File: src/rtl/regfile_pkg.sv
// regfile_pkg: shared constants, the register-address type and the busy-vector
// popcount helper used by the regfile_sb register file and its scoreboard.
package regfile_pkg;

  localparam int DATA_W_DEF = 32;
  localparam int ADDR_W_DEF = 5;

  // Widest busy vector the popcount helper handles (ADDR_W up to 10).
  localparam int POP_MAX_W = 1024;

  typedef logic [ADDR_W_DEF-1:0] reg_addr_t;

  // Number of set bits in a (zero-extended) busy vector.
  function automatic int unsigned busy_popcount(input logic [POP_MAX_W-1:0] v);
    int unsigned cnt;
    cnt = 32'd0;
    for (int i = 0; i < POP_MAX_W; i++) begin
      cnt = cnt + 32'(v[i]);
    end
    return cnt;
  endfunction

endpackage

File: src/rtl/reg_scoreboard.sv
// reg_scoreboard: per-register busy bits for issued-but-not-written-back
// destinations. Owns the issue handshake, flush/set/clear priority and the
// registered count of pending destinations.
module reg_scoreboard
  import regfile_pkg::*;
#(
  parameter int ADDR_W   = ADDR_W_DEF,
  parameter int ZERO_REG = 1
) (
  input  logic                   i_clk,
  input  logic                   i_rst_n,
  input  logic                   i_issue_valid,
  input  logic [ADDR_W-1:0]      i_issue_addr,
  input  logic                   i_write_reg,
  input  logic [ADDR_W-1:0]      i_w_addr,
  input  logic                   i_flush,
  output logic                   o_issue_ready,
  output logic [2**ADDR_W-1:0]   o_busy,
  output logic [ADDR_W:0]        o_pending_cnt
);

  localparam int   DEPTH = 2**ADDR_W;
  localparam int   CNT_W = ADDR_W + 1;
  localparam logic ZR    = (ZERO_REG != 32'sd0);

  logic [DEPTH-1:0]     r_busy;
  logic [DEPTH-1:0]     w_busy_nxt;
  logic [POP_MAX_W-1:0] w_busy_ext;
  logic [CNT_W-1:0]     r_pending_cnt;
  logic                 w_issue_ready;
  logic                 w_issue_acc;

  // A retiring producer at the same address frees the slot for a WAW issue.
  assign w_issue_ready = ~r_busy[i_issue_addr] | (i_write_reg & (i_w_addr == i_issue_addr));
  assign w_issue_acc   = i_issue_valid & w_issue_ready;

  // Next busy vector: flush beats everything, an accepted issue beats a writeback clear.
  always_comb begin
    w_busy_nxt = r_busy;
    if (i_flush) begin
      w_busy_nxt = '0;
    end else begin
      if (i_write_reg) begin
        w_busy_nxt[i_w_addr] = 1'b0;
      end else begin
        w_busy_nxt = w_busy_nxt;
      end
      if (w_issue_acc) begin
        w_busy_nxt[i_issue_addr] = 1'b1;
      end else begin
        w_busy_nxt = w_busy_nxt;
      end
    end
    if (ZR) begin
      w_busy_nxt[0] = 1'b0;
    end else begin
      w_busy_nxt = w_busy_nxt;
    end
  end

  // Zero-extend the next-state vector to the popcount helper's width.
  always_comb begin
    w_busy_ext = '0;
    w_busy_ext[DEPTH-1:0] = w_busy_nxt;
  end

  // Busy bits and their population count advance together on each edge.
  always_ff @(posedge i_clk or negedge i_rst_n) begin
    if (!i_rst_n) begin
      r_busy        <= '0;
      r_pending_cnt <= '0;
    end else begin
      r_busy        <= w_busy_nxt;
      r_pending_cnt <= CNT_W'(busy_popcount(w_busy_ext));
    end
  end

  assign o_issue_ready = w_issue_ready;
  assign o_busy        = r_busy;
  assign o_pending_cnt = r_pending_cnt;

endmodule

File: src/rtl/regfile_sb.sv
// regfile_sb: 2R/1W register file with an issue scoreboard for RAW/WAW
// hazard detection. Optional write-through forwarding is enabled by defining
// the macro REGFILE_BYPASS_EN; the default build reads stored contents only.
module regfile_sb
  import regfile_pkg::*;
#(
  parameter int DATA_W   = DATA_W_DEF,
  parameter int ADDR_W   = ADDR_W_DEF,
  parameter int ZERO_REG = 1
) (
  input  logic              Clk,
  input  logic              Reset_n,
  input  logic [ADDR_W-1:0] R_Addr_A,
  input  logic [ADDR_W-1:0] R_Addr_B,
  output logic [DATA_W-1:0] R_Data_A,
  output logic [DATA_W-1:0] R_Data_B,
  output logic              Busy_A,
  output logic              Busy_B,
  input  logic [ADDR_W-1:0] W_Addr,
  input  logic [DATA_W-1:0] W_Data,
  input  logic              Write_Reg,
  input  logic              Issue_Valid,
  input  logic [ADDR_W-1:0] Issue_Addr,
  output logic              Issue_Ready,
  input  logic              Flush,
  output logic [ADDR_W:0]   Pending_Cnt
);

  localparam int   DEPTH = 2**ADDR_W;
  localparam logic ZR    = (ZERO_REG != 32'sd0);

  logic [DATA_W-1:0] r_mem [DEPTH];
  logic [DEPTH-1:0]  w_busy;
  logic              w_wr_en;
  logic              w_hit_a;
  logic              w_hit_b;
  logic [DATA_W-1:0] w_rd_a;
  logic [DATA_W-1:0] w_rd_b;

  reg_scoreboard #(
    .ADDR_W   (ADDR_W),
    .ZERO_REG (ZERO_REG)
  ) u_sb (
    .i_clk         (Clk),
    .i_rst_n       (Reset_n),
    .i_issue_valid (Issue_Valid),
    .i_issue_addr  (Issue_Addr),
    .i_write_reg   (Write_Reg),
    .i_w_addr      (W_Addr),
    .i_flush       (Flush),
    .o_issue_ready (Issue_Ready),
    .o_busy        (w_busy),
    .o_pending_cnt (Pending_Cnt)
  );

  // Writes to the hardwired zero register are dropped.
  assign w_wr_en = Write_Reg & ~(ZR & (W_Addr == '0));

  // Storage: whole array cleared by reset, one register written per edge.
  always_ff @(posedge Clk or negedge Reset_n) begin
    if (!Reset_n) begin
      for (int i = 0; i < DEPTH; i++) begin
        r_mem[i] <= '0;
      end
    end else if (w_wr_en) begin
      r_mem[W_Addr] <= W_Data;
    end
  end

  // Forwarding hits: a same-cycle writeback to the read address (zero reg excluded via w_wr_en).
  always_comb begin
    w_hit_a = 1'b0;
    w_hit_b = 1'b0;
`ifdef REGFILE_BYPASS_EN
    w_hit_a = w_wr_en & (W_Addr == R_Addr_A);
    w_hit_b = w_wr_en & (W_Addr == R_Addr_B);
`endif
  end

  // Read port A: zero register, forwarded write data, or stored contents.
  always_comb begin
    w_rd_a = r_mem[R_Addr_A];
    if (ZR && (R_Addr_A == '0)) begin
      w_rd_a = '0;
    end else if (w_hit_a) begin
      w_rd_a = W_Data;
    end else begin
      w_rd_a = r_mem[R_Addr_A];
    end
  end

  // Read port B: same selection as port A.
  always_comb begin
    w_rd_b = r_mem[R_Addr_B];
    if (ZR && (R_Addr_B == '0)) begin
      w_rd_b = '0;
    end else if (w_hit_b) begin
      w_rd_b = W_Data;
    end else begin
      w_rd_b = r_mem[R_Addr_B];
    end
  end

  assign R_Data_A = w_rd_a;
  assign R_Data_B = w_rd_b;
  // A forwarded read already carries the produced value, so it is not busy.
  assign Busy_A   = w_busy[R_Addr_A] & ~w_hit_a;
  assign Busy_B   = w_busy[R_Addr_B] & ~w_hit_b;

endmodule

File: config.mk
export PLATFORM = sky130hd
export DESIGN_NAME = regfile_sb
export DESIGN_NICKNAME = d
export VERILOG_FILES = /design/src/rtl/regfile_pkg.sv /design/src/rtl/reg_scoreboard.sv /design/src/rtl/regfile_sb.sv
export SDC_FILE = /design/constraint.sdc
export NUM_CORES = 2
export LEC_CHECK = 0
export BUFFER_PORTS_ARGS = -buffer_cell sky130_fd_sc_hd__buf_2
export CORE_ASPECT_RATIO = 0.5
export CORE_MARGIN = 2
export CORE_UTILIZATION = 36
export CTS_CLUSTER_DIAMETER = 120
export DETAILED_ROUTE_END_ITERATION = 12
export SLEW_MARGIN = 20
export SYNTH_ARGS = -nofsm -noshare
export SYNTH_HDL_FRONTEND = slang
export SYNTH_SLANG_ARGS = --single-unit
File: constraint.sdc
create_clock -name Clk -period 17.6 [get_ports Clk]
set_input_delay 0 -clock Clk [delete_from_list [all_inputs] [get_ports Clk]]
set_output_delay 0 -clock Clk [all_outputs]
set_load 0.05 [all_outputs]
==> impl_results.md <==
* Worst EP arrival at 6760 ps
* Number of vias in the routed layout at between 30k and 40k
* Clock transition time at the flip-flop clock pins of the worst setup and hold paths at 60 ps
* Via count of the first global-routing pass at 36.5k
* First-pass GRT wire length at 253000 µm
* Max FO, Critical Path at 8
* Quantity of I/O buffers inserted on ports at 129
* Nets in the synthesized netlist at between 3k and 4k
* Final Non-Filler Cells at 5748
* Layout overhead on the synthesized area at 11.1%
* Dominant cell type by area after synthesis: sky130_fd_sc_hd__dfrtp_1
* Initial antenna violation count at 6
* Area of the multi-input gates at just under 30000 µm²
* Number of H-tree levels at 3
* Final critical-path share of the clock period at 0.351
* Hold_ws at slightly above 90 ps
* Cell area after layout at between 60000 and 70000 µm²
* Share of final-layout standard cells stronger than drive strength 1 at 0.560
* Sort of element at the start of the critical path: register
* CTS root buf: sky130_fd_sc_hd__clkbuf_16
* Effective utilization at floorplan at 0.363
* Final setup vio count at 0
* Setup crit end kind: register
* Layout fillers at between 10k and 15k
* Fmax achieved at around 160 MHz
* Routed Antenna Nets at 0
* Final routed wire length divided by cell count at about 30 µm
* Hold Fails Final Rpt at 0
* Placed Cells incl. Taps at between 5k and 6k
* TritonCTS clock tree: done
* Post-layout min period at between 6000 and 7000 ps
* Async SR Flop Fraction at 1.00
* Total I/O pin count at 130
* Wire length after detailed routing at 172000 µm
* Share of the core filled with cells in the final layout at 0.403
* Final setup TNS at 0 ps
* Type of the setup path with the least slack: reg -> reg
* Cell area power density at about 110 nW/µm²
* Insertion delay of the later-clocked pin in the worst-skew pair at 700 ps
* Pleak at approximately 27 nW
* Instance area after placement at 59700 µm²
* Largest net degree at the start of global routing at 180
* Average instance area after synthesis at ~16 µm²
* GRT Util Overall at 0.212
* Average vias per placed instance at approximately 6
* Clock sink count at between 1k and 1.5k
* Required time at the worst-slack endpoint at 18190 ps
* Nets@finish at 3655
* Number of DRC markers after the initial detailed-route iteration at roughly 3.0k
* Worst min path class: in -> reg
* Die area at between 150000 and 200000 µm²
* Gp weighted congestion at 0.800
* Max Slew Vio Count at 0
* Transition time at the pin with the least slew margin at between 1000 and 1500 ps
* PnR Total Power at around 7.2 mW
* Outcome: completed
* Post-detailed-route DRC marker count at 0
* Clock buffer count from CTS at between 100 and 150
* Primary flip-flop cell chosen by synthesis mapping: sky130_fd_sc_hd__dfrtp_1
* Worst relative slew slack at 0.243
* Post-synth EDFFs at 0
* Vertical die dimension at between 200 and 300 µm
* # diodes at 0
* Yosys top cell area share at 0.462
* Maximum clock skew at final layout at about 17 ps
* Number of maximum-capacitance violations at 0
* Syn Inst Count at 3626
* Worst voltage drop across the vdd grid at ~0.077 mV
* RSZ-0062 raised after global routing: false
* Yosys warnings at 0
* Min setup slack post-route at 11430 ps
* Clock Tree Buf Depth at 3
* Post-Place Worst Slack at between 10000 and 15000 ps
* Cell variety after synth at slightly above 50
* Netlist area before placement at around 57000 µm²
* Core box area at between 150000 and 200000 µm²
* Cells taking the most area after synthesis: sky130_fd_sc_hd__dfrtp_1 46%, sky130_fd_sc_hd__mux4_2 26%, sky130_fd_sc_hd__mux2_2 19%
* Synth Register Bits at 1061
* Die outline width at around 570 µm
* Total gr overflow at 0
* Share of the yosys chip area belonging to registers at 0.462
* Detail Placement HPWL at approximately 96000 µm
* FF/Latch Area at about 27000 µm²
* Row Count at 103
* Drt first pass iters at 6
==> critical path, cell delays in order, from the launching register on <==
cell,delay [ps]
sky130_fd_sc_hd__dfrtp_1,440
sky130_fd_sc_hd__mux2i_1,160
sky130_fd_sc_hd__nor3b_1,90
sky130_fd_sc_hd__nor4_4,490
sky130_fd_sc_hd__a21oi_2,130
sky130_fd_sc_hd__o31ai_1,410
sky130_fd_sc_hd__ha_1,300
sky130_fd_sc_hd__inv_1,70
sky130_fd_sc_hd__fa_1,440
sky130_fd_sc_hd__fa_1,510
sky130_fd_sc_hd__fa_1,420
sky130_fd_sc_hd__fa_1,470
sky130_fd_sc_hd__fa_1,510
sky130_fd_sc_hd__inv_1,50
sky130_fd_sc_hd__fa_1,480
sky130_fd_sc_hd__ha_1,170
sky130_fd_sc_hd__inv_1,60
sky130_fd_sc_hd__fa_1,460
sky130_fd_sc_hd__inv_1,80
sky130_fd_sc_hd__a21o_1,100
sky130_fd_sc_hd__a21oi_1,70
sky130_fd_sc_hd__xnor2_1,120
==> metal layers <==
metal	GRT usage	up-vias	wire length, µm
met5	0	-	20
met4	0.0685	2	5910
met3	0.0498	286	12300
met2	0.317	1143	77300
met1	0.305	19277	76400
li1	-	13826	-
==> cell usage after synthesis, types with 7 or more instances <==
| master | count |
|---|---|
| sky130_fd_sc_hd__inv_1 | 94 |
| sky130_fd_sc_hd__buf_4 | 17 |
| sky130_fd_sc_hd__mux2i_1 | 13 |
| sky130_fd_sc_hd__clkbuf_1 | 200 |
| sky130_fd_sc_hd__o21ai_1 | 64 |
| sky130_fd_sc_hd__o31ai_1 | 10 |
| sky130_fd_sc_hd__mux2_1 | 20 |
| sky130_fd_sc_hd__mux4_2 | 659 |
| sky130_fd_sc_hd__buf_6 | 14 |
| sky130_fd_sc_hd__ha_1 | 9 |
| sky130_fd_sc_hd__dfrtp_1 | 1061 |
| sky130_fd_sc_hd__nand3_1 | 26 |
| sky130_fd_sc_hd__and3_1 | 9 |
| sky130_fd_sc_hd__nand4_1 | 7 |
| sky130_fd_sc_hd__buf_1 | 72 |
| sky130_fd_sc_hd__nor3b_1 | 7 |
| sky130_fd_sc_hd__nand3b_1 | 8 |
| sky130_fd_sc_hd__nand2_1 | 106 |
| sky130_fd_sc_hd__nor2_1 | 34 |
| sky130_fd_sc_hd__o21ai_0 | 14 |
| sky130_fd_sc_hd__buf_2 | 109 |
| sky130_fd_sc_hd__mux2_2 | 976 |
| sky130_fd_sc_hd__fa_1 | 23 |
==> registers in the layout (all words and copies together), names as in the netlist <==
| signal | cells |
|---|---|
| r_mem | 1024 |
| u_sb.o_busy | 31 |
| u_sb.o_pending_cnt | 6 |
==> layout by cell type (no fill, tap or decap), types with 6 or more instances in the layout <==
| cell | Yosys | layout |
|---|---|---|
| sky130_fd_sc_hd__clkinv_2 | 0 | 17 |
| sky130_fd_sc_hd__mux2i_1 | 13 | 13 |
| sky130_fd_sc_hd__o211ai_1 | 6 | 6 |
| sky130_fd_sc_hd__mux2_2 | 976 | 976 |
| sky130_fd_sc_hd__o32ai_1 | 6 | 6 |
| sky130_fd_sc_hd__nand3_1 | 26 | 26 |
| sky130_fd_sc_hd__bufinv_16 | 0 | 7 |
| sky130_fd_sc_hd__inv_1 | 94 | 94 |
| sky130_fd_sc_hd__nor2_1 | 34 | 21 |
| sky130_fd_sc_hd__nand2_4 | 0 | 15 |
| sky130_fd_sc_hd__and3_1 | 9 | 9 |
| sky130_fd_sc_hd__nand2_1 | 106 | 91 |
| sky130_fd_sc_hd__buf_4 | 17 | 67 |
| sky130_fd_sc_hd__o21ai_0 | 14 | 14 |
| sky130_fd_sc_hd__o31ai_1 | 10 | 10 |
| sky130_fd_sc_hd__ha_1 | 9 | 9 |
| sky130_fd_sc_hd__clkbuf_8 | 0 | 29 |
| sky130_fd_sc_hd__nand4_1 | 7 | 7 |
| sky130_fd_sc_hd__nor2_4 | 0 | 16 |
| sky130_fd_sc_hd__fa_1 | 23 | 23 |
| sky130_fd_sc_hd__mux4_2 | 659 | 659 |
| sky130_fd_sc_hd__o21ai_1 | 64 | 64 |
| sky130_fd_sc_hd__buf_2 | 109 | 120 |
| sky130_fd_sc_hd__clkbuf_16 | 0 | 107 |
| sky130_fd_sc_hd__mux2_1 | 20 | 20 |
| sky130_fd_sc_hd__nand3b_1 | 8 | 8 |
| sky130_fd_sc_hd__dlygate4sd3_1 | 0 | 45 |
| sky130_fd_sc_hd__dfrtp_1 | 1061 | 1061 |
| sky130_fd_sc_hd__clkbuf_1 | 200 | 20 |
==> timing repair <==
action	4_1_cts	5_1_grt
hold buffers	46	0
resized for setup	0	0
setup buffers	0	0
hold endpoints to repair	1111	0
==> power breakdown <==
part	switching, mW	internal (mW)
registers	0.314	2.89
clock network	1.02	1.34
logic	0.702	0.907
total	2.04	5.14
==> worst paths after layout <==
check                                                from                               to  slack, ps  cells past startpoint
worst max-delay path            u_sb.o_busy[15]$_DFF_PN0_  u_sb.o_pending_cnt[4]$_DFF_PN0_      11430                     21
worst min-delay path                            W_Addr[4]         u_sb.o_busy[6]$_DFF_PN0_         90                      5
worst max register to register  u_sb.o_busy[15]$_DFF_PN0_  u_sb.o_pending_cnt[4]$_DFF_PN0_      11430                     21
worst min register to register    r_mem[1000]$_DFFE_PN0P_          r_mem[1000]$_DFFE_PN0P_        390                      0
max in group asynchronous                         Reset_n           r_mem[646]$_DFFE_PN0P_      13970                      7
min in group asynchronous                         Reset_n           r_mem[311]$_DFFE_PN0P_        420                      4
==> cells by family after synthesis <==
group	count (synthesis)	share of synthesized area
buffers and inverters	506	0.0384
AOI/OAI and AO/OA	125	0.0133
and+or+nand+nor	226	0.0188
xor gates and xnor gates	8	0.00122
DFF	1061	0.462
muxes	1668	0.456
adders and majority gates	32	0.00998
==> cell type report <==
| class | instances | area share |
|---|---|---|
| clock buffer | 156 | 0.0494 |
| clock inverter | 34 | 0.00694 |
| inverter | 94 | 0.00553 |
| multi-input combinational | 2059 | 0.454 |
| sequential | 1061 | 0.416 |
| tap | 2100 | 0.0412 |
| timing repair buffer | 244 | 0.0272 |
Note: power is estimated with default switching activity, not from simulation.
